### config.mk
export PLATFORM = sky130hd
export DESIGN_NAME = gray_convert_pipe
export DESIGN_NICKNAME = d
export VERILOG_FILES = /design/src/rtl/gray_convert_pipe.sv
export SDC_FILE = /design/constraint.sdc
export NUM_CORES = 1
export LEC_CHECK = 0
export ABC_AREA = 1
export CAP_MARGIN = 10
export CORE_ASPECT_RATIO = 1.5
export CORE_MARGIN = 4
export CORE_UTILIZATION = 57
export CTS_CLUSTER_SIZE = 12
export DETAILED_ROUTE_END_ITERATION = 6
export MAX_ROUTING_LAYER = met4
export PLACE_DENSITY = 0.95
export SYNTH_ARGS = -nofsm -noshare
export SYNTH_HDL_FRONTEND = slang
export SYNTH_SLANG_ARGS = --single-unit
### constraint.sdc
create_clock -name clk -period 5.8 [get_ports clk]
set_input_delay 0.58 -clock clk [delete_from_list [all_inputs] [get_ports clk]]
set_output_delay 0.58 -clock clk [all_outputs]
set_load 0.05 [all_outputs]
### src/rtl/gray_convert_pipe.sv
`default_nettype none
// ============================================================================
//  Module      : gray_convert_pipe
//  Description : Pipelined binary/Gray converter with Gray increment/decrement
//                and valid/ready handshake on both sides (global-stall pipe).
//  Revision    : 1.0 - initial release
// ============================================================================
module gray_convert_pipe #(
    parameter int WIDTH = 8,
    parameter int PIPE  = 2
) (
    input  logic             clk,
    input  logic             reset,
    input  logic             in_valid,
    output logic             in_ready,
    input  logic [WIDTH-1:0] in_data,
    input  logic [1:0]       in_mode,
    output logic             out_valid,
    input  logic             out_ready,
    output logic [WIDTH-1:0] out_data,
    output logic             out_wrap,
    output logic [15:0]      out_count
);

    localparam logic [1:0] C_MODE_B2G = 2'b00;
    localparam logic [1:0] C_MODE_G2B = 2'b01;
    localparam logic [1:0] C_MODE_INC = 2'b10;
    localparam logic [1:0] C_MODE_DEC = 2'b11;

    function automatic logic [WIDTH-1:0] to_gray(input logic [WIDTH-1:0] b);
        return b ^ (b >> 1);
    endfunction

    function automatic logic [WIDTH-1:0] to_bin(input logic [WIDTH-1:0] g);
        logic [WIDTH-1:0] b;
        b[WIDTH-1] = g[WIDTH-1];
        for (int i = WIDTH - 2; i >= 0; i--) begin
            b[i] = g[i] ^ b[i+1];
        end
        return b;
    endfunction

    logic             advance;
    logic [PIPE-1:0]  vld_q;
    logic [WIDTH-1:0] op_q;
    logic [1:0]       mode_q;
    logic [WIDTH-1:0] bin_d;
    logic [WIDTH-1:0] res_d;
    logic             wrap_d;
    logic [15:0]      count_q;
    logic [15:0]      count_d;

    // Global stall: every stage moves together whenever the output slot frees up.
    assign advance   = !out_valid || out_ready;
    assign in_ready  = advance;
    assign out_valid = vld_q[PIPE-1];
    assign out_count = count_q;
    assign count_d   = count_q + 16'd1;

    always_ff @(posedge clk or posedge reset) begin
        if (reset) begin
            vld_q  <= '0;
            op_q   <= '0;
            mode_q <= C_MODE_B2G;
        end else if (advance) begin
            vld_q[0] <= in_valid && in_ready;
            for (int i = 1; i < PIPE; i++) begin
                vld_q[i] <= vld_q[i-1];
            end
            op_q   <= in_data;
            mode_q <= in_mode;
        end
    end

    always_comb begin
        bin_d  = to_bin(op_q);
        res_d  = '0;
        wrap_d = 1'b0;
        case (mode_q)
            C_MODE_B2G: res_d = to_gray(op_q);
            C_MODE_G2B: res_d = bin_d;
            C_MODE_INC: begin
                res_d  = to_gray(bin_d + WIDTH'(1));
                wrap_d = &bin_d;
            end
            C_MODE_DEC: begin
                res_d  = to_gray(bin_d - WIDTH'(1));
                wrap_d = ~|bin_d;
            end
            default: res_d = '0;
        endcase
    end

    // With a single stage the result is formed straight from the operand register.
    generate
        if (PIPE == 1) begin : g_single
            assign out_data = res_d;
            assign out_wrap = wrap_d;
        end else begin : g_multi
            logic [WIDTH-1:0] res_q  [PIPE-1];
            logic             wrap_q [PIPE-1];

            always_ff @(posedge clk or posedge reset) begin
                if (reset) begin
                    for (int i = 0; i < PIPE - 1; i++) begin
                        res_q[i]  <= '0;
                        wrap_q[i] <= 1'b0;
                    end
                end else if (advance) begin
                    res_q[0]  <= res_d;
                    wrap_q[0] <= wrap_d;
                    for (int i = 1; i < PIPE - 1; i++) begin
                        res_q[i]  <= res_q[i-1];
                        wrap_q[i] <= wrap_q[i-1];
                    end
                end
            end

            assign out_data = res_q[PIPE-2];
            assign out_wrap = wrap_q[PIPE-2];
        end
    endgenerate

    always_ff @(posedge clk or posedge reset) begin
        if (reset) begin
            count_q <= '0;
        end else if (out_valid && out_ready) begin
            count_q <= count_d;
        end
    end

endmodule
`default_nettype wire
# == Word-level counts from Yosys, hierarchy flattened ==
# Index checks and enable logic that the tools add are counted.
# word_totals
register_bits,37
in_bits,14
out_inout_bits,27
word_cells,32
# op_classes
add_sub_neg,3
n_eq_ne,3
muxes,2
bitwise,10
reduce_logical,8
# op_table
op,n
$pmux W8 S4,1
$xor A8 B7 Y8,3
$add A16 B1 Y16 const B,1
$add A8 B1 Y8 const B,1
$reduce_and A8 Y1,1
$reduce_or A8 Y1,1
$sub A8 B1 Y8 const B,1
$xor A1 B1 Y1,7
$eq A2 B2 Y1 const B,2
$eq A2 B1 Y1 const B,1
$logic_and A1 B1 Y1,2
$logic_not A1 Y1,2
$logic_not A2 Y1,1
$pmux W1 S2,1
$logic_or A1 B1 Y1,1

# == Logic depth before layout (Yosys ltp) ==
# Gate-level depths: netlist of the first run.
# logic_depth
depth_word,10
depth_mapped,24
mapped_depth_nobuf,24

# == Worst setup path before layout of the first run ==
# No wires, ideal clock.
# synth_path
path_type,register to register
start,register op_q[6]
end,register g_multi.res_q (netlist bit out_data[4])
arrival_ps,3654
required_time_ps,5682
setup_slack_ps,2028
path_stages_with_launch,24
path_buffers,0
period_less_slack_ps,3772
cell_sequence,dfrtp_1 > inv_1 > nand2_1 > nand2_4 > ha_1 > inv_1 > ha_1 > inv_1 > ha_1 > inv_1 > ha_1 > inv_1 > ha_1 > inv_1 > ha_1 > nand3_1 > nor2_1 > nand2_1 > nand2_1 > nand2_1 > nand3_1 > nand2_1 > nand2_1 > nand2_1
# synth_via
elab_chain_cells,10
# synth_lines
item,line_no,text
"start, declared",45,logic [WIDTH-1:0] op_q;
"start signal, assigned",70,op_q <= in_data;
$xor A1 B1 Y1 * (2 in series),38,b[i] = g[i] ^ b[i+1];
$xor A1 B1 Y1 (5 in series),38,
$sub A8 B1 Y8 or $add A8 B1 Y8 (tied branches),"87, 83",
$xor A8 B7 Y8,31,return b ^ (b >> 1);
$pmux W8 S4 *,79,case (mode_q)
"end signal, assigned by index",113,res_q[i] <= res_q[i-1];
"end, declared",100,logic [WIDTH-1:0] res_q [PIPE-1];
# Mark *: on every way between the ends. The rest lies on a longest branch, timed or not.
# A chain may end at the register's enable or synchronous reset.

# == Final worst setup path of the first run ==
# Same ends and word-level chain as after synthesis.

==> impl_metrics.csv, run 1 <==
group,metric,value,unit
worst_setup_path,crit_path_max_incr_delay,0.43,ns
sta,slew_headroom,63.3,%
global_routing,grt_pass1_vias,2217,
routing,wl_met3,322,µm
synthesis,synth_top_cell_area_share,38.2,%
routing,drt_iter0_drc,152,
sta,setup_viol_count_final,0,
placement,numPortBuffers,40,
sta,clock.fmax,229,MHz
clock_tree,clk_pin_slew_worst_paths,0.08,ns
sta,finalCritPeriodShare,75.4,%
die,die_h,87.8,µm
clock_tree,ctsRootBufferMaster,"clkbuf_8",
clock_tree,cts-resized-gates,0,
power_and_ir_drop,sw_frac_of_total,50.3,%
worst_setup_path,worst-path-buf-inv,6,
worst_setup_path,cp.depth,23,
worst_setup_path,crit_path_end,"out_data[4]$_DFFE_PP0N_",
routing,num_vias,2338,
global_routing,grt.total_usage,25.1,%
synthesis,synthCells,336,
layout,diodes,0,
die,core,4030,µm²
worst_setup_path,worstSetupEndpointType,"flop",
worst_hold_path,hold_path.class,"reg -> reg",
power_and_ir_drop,clockPowerShare,14.2,%
die,rows,28,
die,dieArea,5380,µm²
sta,drv_slew,0,
clock_tree,hold_buffers,0,
sta,min_period,4.37,ns
layout,area_growth,22.0,%
synthesis,async_flop_share,100,%
synthesis,ys_seq_area_share,38.2,%
sta,worst_slew_pin_slew,0.550,ns
worst_setup_path,critical_path.max_fanout,8,
clock_tree,clockBufferDepth,2,
routing,vias_per_cell,5.48,
global_routing,grt_pass1_wl,9940,µm
routing,post-route-drc-count,0,
clock_tree,cts_tree,"yes",
synthesis,synth_ff_type,"dfrtp_1",
power_and_ir_drop,p_per_area,431,nW/µm²
power_and_ir_drop,p_int,0.633,mW
synthesis,yosys.area.top_type,"dfrtp_1",
worst_setup_path,start_kind,"flop",
global_routing,antenna_found_initial,0,
placement,dp_slack,1.53,ns
worst_hold_path,holdPathStages,2,
sta,timing_hold_violations_final,0,
worst_setup_path,cp.required,5.99,ns
sta,rsz0062_at_grt,"false",
worst_setup_path,crit_arrival,4.56,ns
synthesis,avgSynthCellArea,7.21,µm²
routing,wl,6140,µm
synthesis,yosys-top-cells-area,"dfrtp_1, nand2_1, nand3_1, ha_1, inv_1",
routing,drt-met1-wl,2430,µm
clock_tree,clock-sinks,37,
clock_tree,clk_latency,0.29,ns
worst_setup_path,critPathKind,"reg -> reg",
synthesis,synth-edff-count,0,
worst_setup_path,ff2ff_setup_slack,1.43,ns
die,pin_count,41,
routing,wl_met2,3260,µm
layout,drive_above_1_share,6.54,%
routing,final_antenna_net_count,0,
clock_tree,htreeDepth,2,
run,cap_violations,0,
die,die_x,61.2,µm
routing,wl_per_cell,14.4,µm
power_and_ir_drop,p_sw,0.640,mW
power_and_ir_drop,ir_drop,423,µV
run_status,status,"finished, final reports clean",
power_and_ir_drop,p_comb_share,57.3,%
synthesis,synth.distinct_cells,24,
sta,fin_ws,1.43,ns
worst_setup_path,cp_common_cell,"nand2_1",
power_and_ir_drop,seq_power_share,28.5,%
clock_tree,cts_setup_buffers,0,
worst_setup_path,critPathSlowestCell,"dfrtp_1",
layout,num-nets-final,409,
clock_tree,cts_inserted_buffers,5,
worst_setup_path,r2r_end,"out_data[4]$_DFFE_PP0N_",
synthesis,synth_fp_nets,364,
global_routing,grt_max_degree,38,
worst_setup_path,timing.rr.start,"op_q[6]$_DFFE_PP0N_",
power_and_ir_drop,p_leak,1.55,nW
routing,drtPass1Iterations,5,
die,start_util,60.1,%
placement,globalplace.congestion,0.984,
worst_setup_path,cp_cell_sequence,"inv_1 -> nand2_1 -> nand2_4 -> ha_1 -> inv_1 -> ha_1 -> inv_1 -> ha_1 -> inv_1 -> ha_1 -> inv_1 -> ha_1 -> inv_1 -> ha_1 -> nand3_1 -> nor2_1 -> nand2_1 -> nand2_1 -> nand2_1 -> nand3_1 -> nand2_1 -> nand2_1 -> nand2_1",
placement,dpl.hpwl,4670,µm
worst_setup_path,path_delay_family,"adder cells",
worst_setup_path,reg2reg_depth,23,
sta,timing.setup.tns,0,ns
synthesis,ys_warn_count,0,
routing,top_layer_used,"met4",
synthesis,syn_area,2420,µm²
worst_setup_path,worstSetupStartpoint,"op_q[6]$_DFFE_PP0N_",
global_routing,grt.overflow.total,0,
synthesis,ys_ff_latch,37,
layout,fillers,304,
sta,final.setup_skew,0.00760,ns
==> per-stage QoR <==
step	total power, mW	util (%)	area, µm²	hold WS, ns	std cells
after floorplan	0.879	-	2420	0.420	336
after global placement	1.06	71.2	2870	0.435	419
after detailed placement	1.08	71.2	2870	0.440	419
after CTS	1.27	73.3	2950	0.458	427
after global routing	1.36	73.3	2950	0.482	427
final	1.27	73.3	2950	0.457	427
==> power by group through the flow <==
stage | registers [mW] | clock network (mW) | logic, mW
floorplan | 0.518 | 0 | 0.362
global placement | 0.364 | 0 | 0.700
detailed placement | 0.367 | 0 | 0.718
CTS | 0.363 | 0.179 | 0.724
global route | 0.370 | 0.191 | 0.797
finish | 0.363 | 0.181 | 0.729
==> worst register-to-register path: stages (launching register included) <==
cell	delay, ns
dfrtp_1	0.43
inv_1	0.10
nand2_1	0.14
nand2_4	0.09
ha_1	0.42
inv_1	0.14
ha_1	0.39
inv_1	0.08
ha_1	0.35
inv_1	0.09
ha_1	0.36
inv_1	0.09
ha_1	0.34
inv_1	0.07
ha_1	0.36
nand3_1	0.17
nor2_1	0.20
nand2_1	0.07
nand2_1	0.08
nand2_1	0.05
nand3_1	0.09
nand2_1	0.06
nand2_1	0.05
nand2_1	0.04
==> logic make-up (layout without fill, tap and decap cells) <==
kind of cell    after synthesis  in the layout  synth area share (%)
simple gates                186            186                  33.4
flops                        37             37                  38.2
compound gates               32             32                  7.29
buf+inv                      51             97                  8.06
fa+ha+maj                    14             14                  7.24
xor+xnor                     16             16                  5.79
==> state kept, by name (all words and copies together), names as in the netlist <==
| name | count |
|---|---|
| out_count | 16 |
| out_data | 8 |
| vld_q | 2 |
| mode_q | 2 |
| out_wrap | 1 |
| op_q | 8 |
==> cell type report <==
class | instances | area, µm² | share of cell area [%]
clock buffers | 6 | 72.6 | 2.46
well taps | 45 | 56.3 | 1.91
inverters | 48 | 180 | 6.10
clock inverters | 2 | 10.0 | 0.339
repair buffers | 41 | 408 | 13.8
multi-input cells | 248 | 1300 | 44.0
flip-flops and latches | 37 | 926 | 31.4
==> metal layers <==
metal / global-route usage (%) / up-vias
met5: - / -
li1: - / 1150
met3: 3.10 / 13
met1: 28.4 / 1083
met2: 43.6 / 92
met4: 9.66 / 0
==> layout by cell type (no fill, tap or decap), drive strengths merged <==
cell and instances:
dfrtp 37, a41oi 1, o22a 1, a31oi 1
buf 1, xor2 12, clkbuf 6, nand3 36
xnor2 4, ha 14, a21boi 1, a21oi 6
clkdlybuf4s50 40, nor2 24, clkinv 2, nor3 2
nand4 3, inv 48, o21ai 20, o211ai 2
nand2 121
==> synth_stat cells (2+ instances only) <==
library cell and n:
inv_2 4, nor2_4 2, o21ai_0 20, dfrtp_1 37, nor2_2 2, nand2_4 2
inv_1 44, nand2_2 6, ha_1 14, a21oi_1 6, nand4_1 3, xor2_1 12
buf_2 3, nor2_1 20, o211ai_1 2, xnor2_1 4, nand3_1 36, nand2_1 113
==> how the worst min path moves through the flow <==
stage                               startpoint                    to  slack (ns)
final                     vld_q[0]$_DFFE_PP0N_  vld_q[1]$_DFFE_PP0N_        0.46
after global routing      vld_q[0]$_DFFE_PP0N_  vld_q[1]$_DFFE_PP0N_        0.48
after CTS                 vld_q[0]$_DFFE_PP0N_  vld_q[1]$_DFFE_PP0N_        0.46
after detailed placement  vld_q[0]$_DFFE_PP0N_  vld_q[1]$_DFFE_PP0N_        0.44
after global placement    vld_q[0]$_DFFE_PP0N_  vld_q[1]$_DFFE_PP0N_        0.44
after floorplan           vld_q[0]$_DFFE_PP0N_  vld_q[1]$_DFFE_PP0N_        0.42
No activity file was read; power rests on OpenSTA's default activity.
==> run 2, diff against run 1 <==
--- a/config.mk
+++ b/config.mk
@@ -9,11 +9,11 @@
 export CAP_MARGIN = 10
 export CORE_ASPECT_RATIO = 1.5
 export CORE_MARGIN = 4
-export CORE_UTILIZATION = 57
+export CORE_UTILIZATION = 48
 export CTS_CLUSTER_SIZE = 12
 export DETAILED_ROUTE_END_ITERATION = 6
 export MAX_ROUTING_LAYER = met4
-export PLACE_DENSITY = 0.95
+export PLACE_DENSITY = 0.87
 export SYNTH_ARGS = -nofsm -noshare
 export SYNTH_HDL_FRONTEND = slang
 export SYNTH_SLANG_ARGS = --single-unit
==> constraint.sdc (replaced) <==
create_clock -name clk -period 3.9 [get_ports clk]
set_input_delay 0.39 -clock clk [delete_from_list [all_inputs] [get_ports clk]]
set_output_delay 0.39 -clock clk [all_outputs]
set_load 0.05 [all_outputs]
==> run 2 against run 1 <==
- cell area up 5.0%
- register-to-register slack worse by 1.2 ns
- global-route usage down 3.9 points
- first-iteration DRC count down 6.6%
- utilization down 9.3 points
- count of clock-buffer cells in the layout unchanged
- via count up 0.13%
- flip-flop and latch count unchanged
- critical path type unchanged
- critical endpoint is now out_data[3]$_DFFE_PP0N_
==> impl_metrics.csv, run 2 (synthesis gave the netlist of run 1 again) <==
group,metric,value,unit
layout,mostFrequentLayoutCells,"nand2_1, inv_1, clkdlybuf4s50_1",
die,die_x,66.0,µm
sta,drv_slew,0,
clock_tree,clk_latency,0.29,ns
clock_tree,htreeDepth,2,
routing,drt_iter0_drc,142,
worst_setup_path,cp.required,4.08,ns
global_routing,grt_pass1_wl,10200,µm
global_routing,grt_pass1_vias,2307,
worst_setup_path,worstSetupEndpointType,"flop",
routing,final_antenna_net_count,0,
clock_tree,clk_pin_slew_worst_paths,0.08,ns
sta,holdWs,0.460,ns
die,pin_count,41,
layout,diodes,0,
sta,setup_viol_count_final,0,
layout,area_growth,28.1,%
placement,dp_slack,-0.0988,ns
clock_tree,clock-sinks,37,
layout,largest_reg_flops,16,
sta,worst_slew_pin_slew,0.540,ns
routing,wl,6060,µm
routing,wl_per_cell,13.3,µm
clock_tree,clockBufferDepth,2,
placement,globalplace.congestion,0.907,
power_and_ir_drop,p_leak,1.58,nW
global_routing,grt.overflow.total,0,
sta,finalCritPeriodShare,95.4,%
worst_setup_path,crit_arrival,3.89,ns
worst_setup_path,start_kind,"flop",
worst_setup_path,r2r_end,"out_data[3]$_DFFE_PP0N_",
die,core,4850,µm²
worst_setup_path,ff2ff_setup_slack,0.18,ns
worst_hold_path,hold_path.class,"reg -> reg",
layout,final_common_cell,"nand2_1",
placement,numPortBuffers,40,
sta,min_period,3.72,ns
worst_hold_path,holdPathStages,2,
worst_setup_path,timing.rr.start,"op_q[6]$_DFFE_PP0N_",
power_and_ir_drop,ir_drop,233,µV
die,die_h,95.0,µm
run_status,status,"finished, final reports clean",
layout,num-nets-final,416,
layout,drive_above_1_share,11.1,%
clock_tree,ctsRootBufferMaster,"clkbuf_8",
global_routing,grt.total_usage,21.2,%
worst_setup_path,critical_path.max_fanout,5,
die,start_util,49.9,%
routing,num_vias,2341,
sta,final.setup_skew,0.00803,ns
sta,slew_headroom,64.0,%
routing,post-route-drc-count,0,
routing,drtPass1Iterations,4,
clock_tree,cts_inserted_buffers,5,
placement,dpl.hpwl,4620,µm
sta,clock.fmax,269,MHz
worst_setup_path,critPathKind,"reg -> reg",
die,dieArea,6270,µm²
worst_setup_path,reg2reg_depth,23,
sta,fin_ws,0.181,ns
global_routing,grt_max_degree,38,
clock_tree,cts_tree,"yes",
sta,timing_hold_violations_final,0,
clock_tree,hold_buffers,0,
run,cap_violations,0,
die,rows,31,
worst_hold_path,hold_end,"vld_q[1]$_DFFE_PP0N_",
routing,vias_per_cell,5.15,
worst_hold_path,worstHoldStart,"vld_q[0]$_DFFE_PP0N_",
power_and_ir_drop,p_per_area,642,nW/µm²
global_routing,antenna_found_initial,0,
[run 2: worst max-delay path: stages (launching register included)]
cell	delay, ns
dfrtp_1	0.38
buf_4	0.15
nand2_4	0.07
nand2_4	0.06
ha_1	0.30
inv_1	0.09
ha_1	0.31
inv_1	0.06
ha_1	0.29
inv_1	0.09
ha_4	0.30
inv_1	0.08
ha_4	0.29
inv_1	0.07
ha_4	0.31
nand2_1	0.08
nor2_2	0.14
nand2_1	0.10
nand2_2	0.10
nand2_1	0.06
nand3_1	0.08
nand3_1	0.08
nand2_1	0.07
nand2_1	0.05
[run 2: report_power, final]
part	internal [mW]	leakage, nW	switching, mW
clock network	0.124	0.0450	0.137
logic	0.424	1.08	0.771
registers	0.467	0.458	0.0671
total	1.01	1.58	0.975
[run 2: layout make-up]
| type | count | area (µm²) |
|---|---|---|
| clock inverters | 2 | 10.0 |
| inverters | 48 | 180 |
| fillers | 397 | 1750 |
| clock buffers | 6 | 72.6 |
| flip-flops and latches | 37 | 927 |
| well taps | 66 | 82.6 |
| multi-input cells | 248 | 1370 |
| repair buffers | 48 | 460 |
[run 2: worst max-delay path by stage]
stage	from	end	slack, ns	cells past startpoint
after floorplan	op_q[6]$_DFFE_PP0N_	out_data[4]$_DFFE_PP0N_	0.13	23
after global placement	op_q[6]$_DFFE_PP0N_	out_data[3]$_DFFE_PP0N_	0.09	23
after detailed placement	op_q[6]$_DFFE_PP0N_	out_data[6]$_DFFE_PP0N_	-0.1	22
after CTS	op_q[7]$_DFFE_PP0N_	out_data[3]$_DFFE_PP0N_	0.02	22
after global routing	op_q[7]$_DFFE_PP0N_	out_data[2]$_DFFE_PP0N_	-0.007	23
final	op_q[6]$_DFFE_PP0N_	out_data[3]$_DFFE_PP0N_	0.18	23
[run 2: timing repair]
action,4_1_cts,5_1_grt
hold endpoints to repair,0,0
pin swaps,0,1
setup endpoints to repair,4,7
resized for setup,3,10
buffers inserted,1,2
[run 2: metrics by stage]
stage	std cells	area (µm²)	utilization, %	power [mW]	TNS [ns]
floorplan	336	2420	-	1.31	0
global placement	444	2930	60.4	1.59	0
detailed placement	444	2930	60.4	1.62	-0.119
CTS	453	3020	62.3	1.89	0
global route	455	3100	63.9	2.13	-0.00673
finish	455	3100	63.9	1.99	0
[run 2: metal layers]
metal	GRT usage (%)	up-vias	wire length [µm]	share of wire (%)
met3	2.02	14	363	6.0
met1	23.0	1062	2310	38
met2	38.0	97	3190	53
li1	-	1168	-	-
met4	10.5	0	192	3.2
met5	-	-	0	0
==> run 3, diff against run 2 <==
--- a/config.mk
+++ b/config.mk
@@ -10,7 +10,6 @@
 export CORE_ASPECT_RATIO = 1.5
 export CORE_MARGIN = 4
 export CORE_UTILIZATION = 48
-export CTS_CLUSTER_SIZE = 12
 export DETAILED_ROUTE_END_ITERATION = 6
 export MAX_ROUTING_LAYER = met4
 export PLACE_DENSITY = 0.87
==> results of run 3 <==
No change in the layout: final DEF, timing and power equal those of run 2.
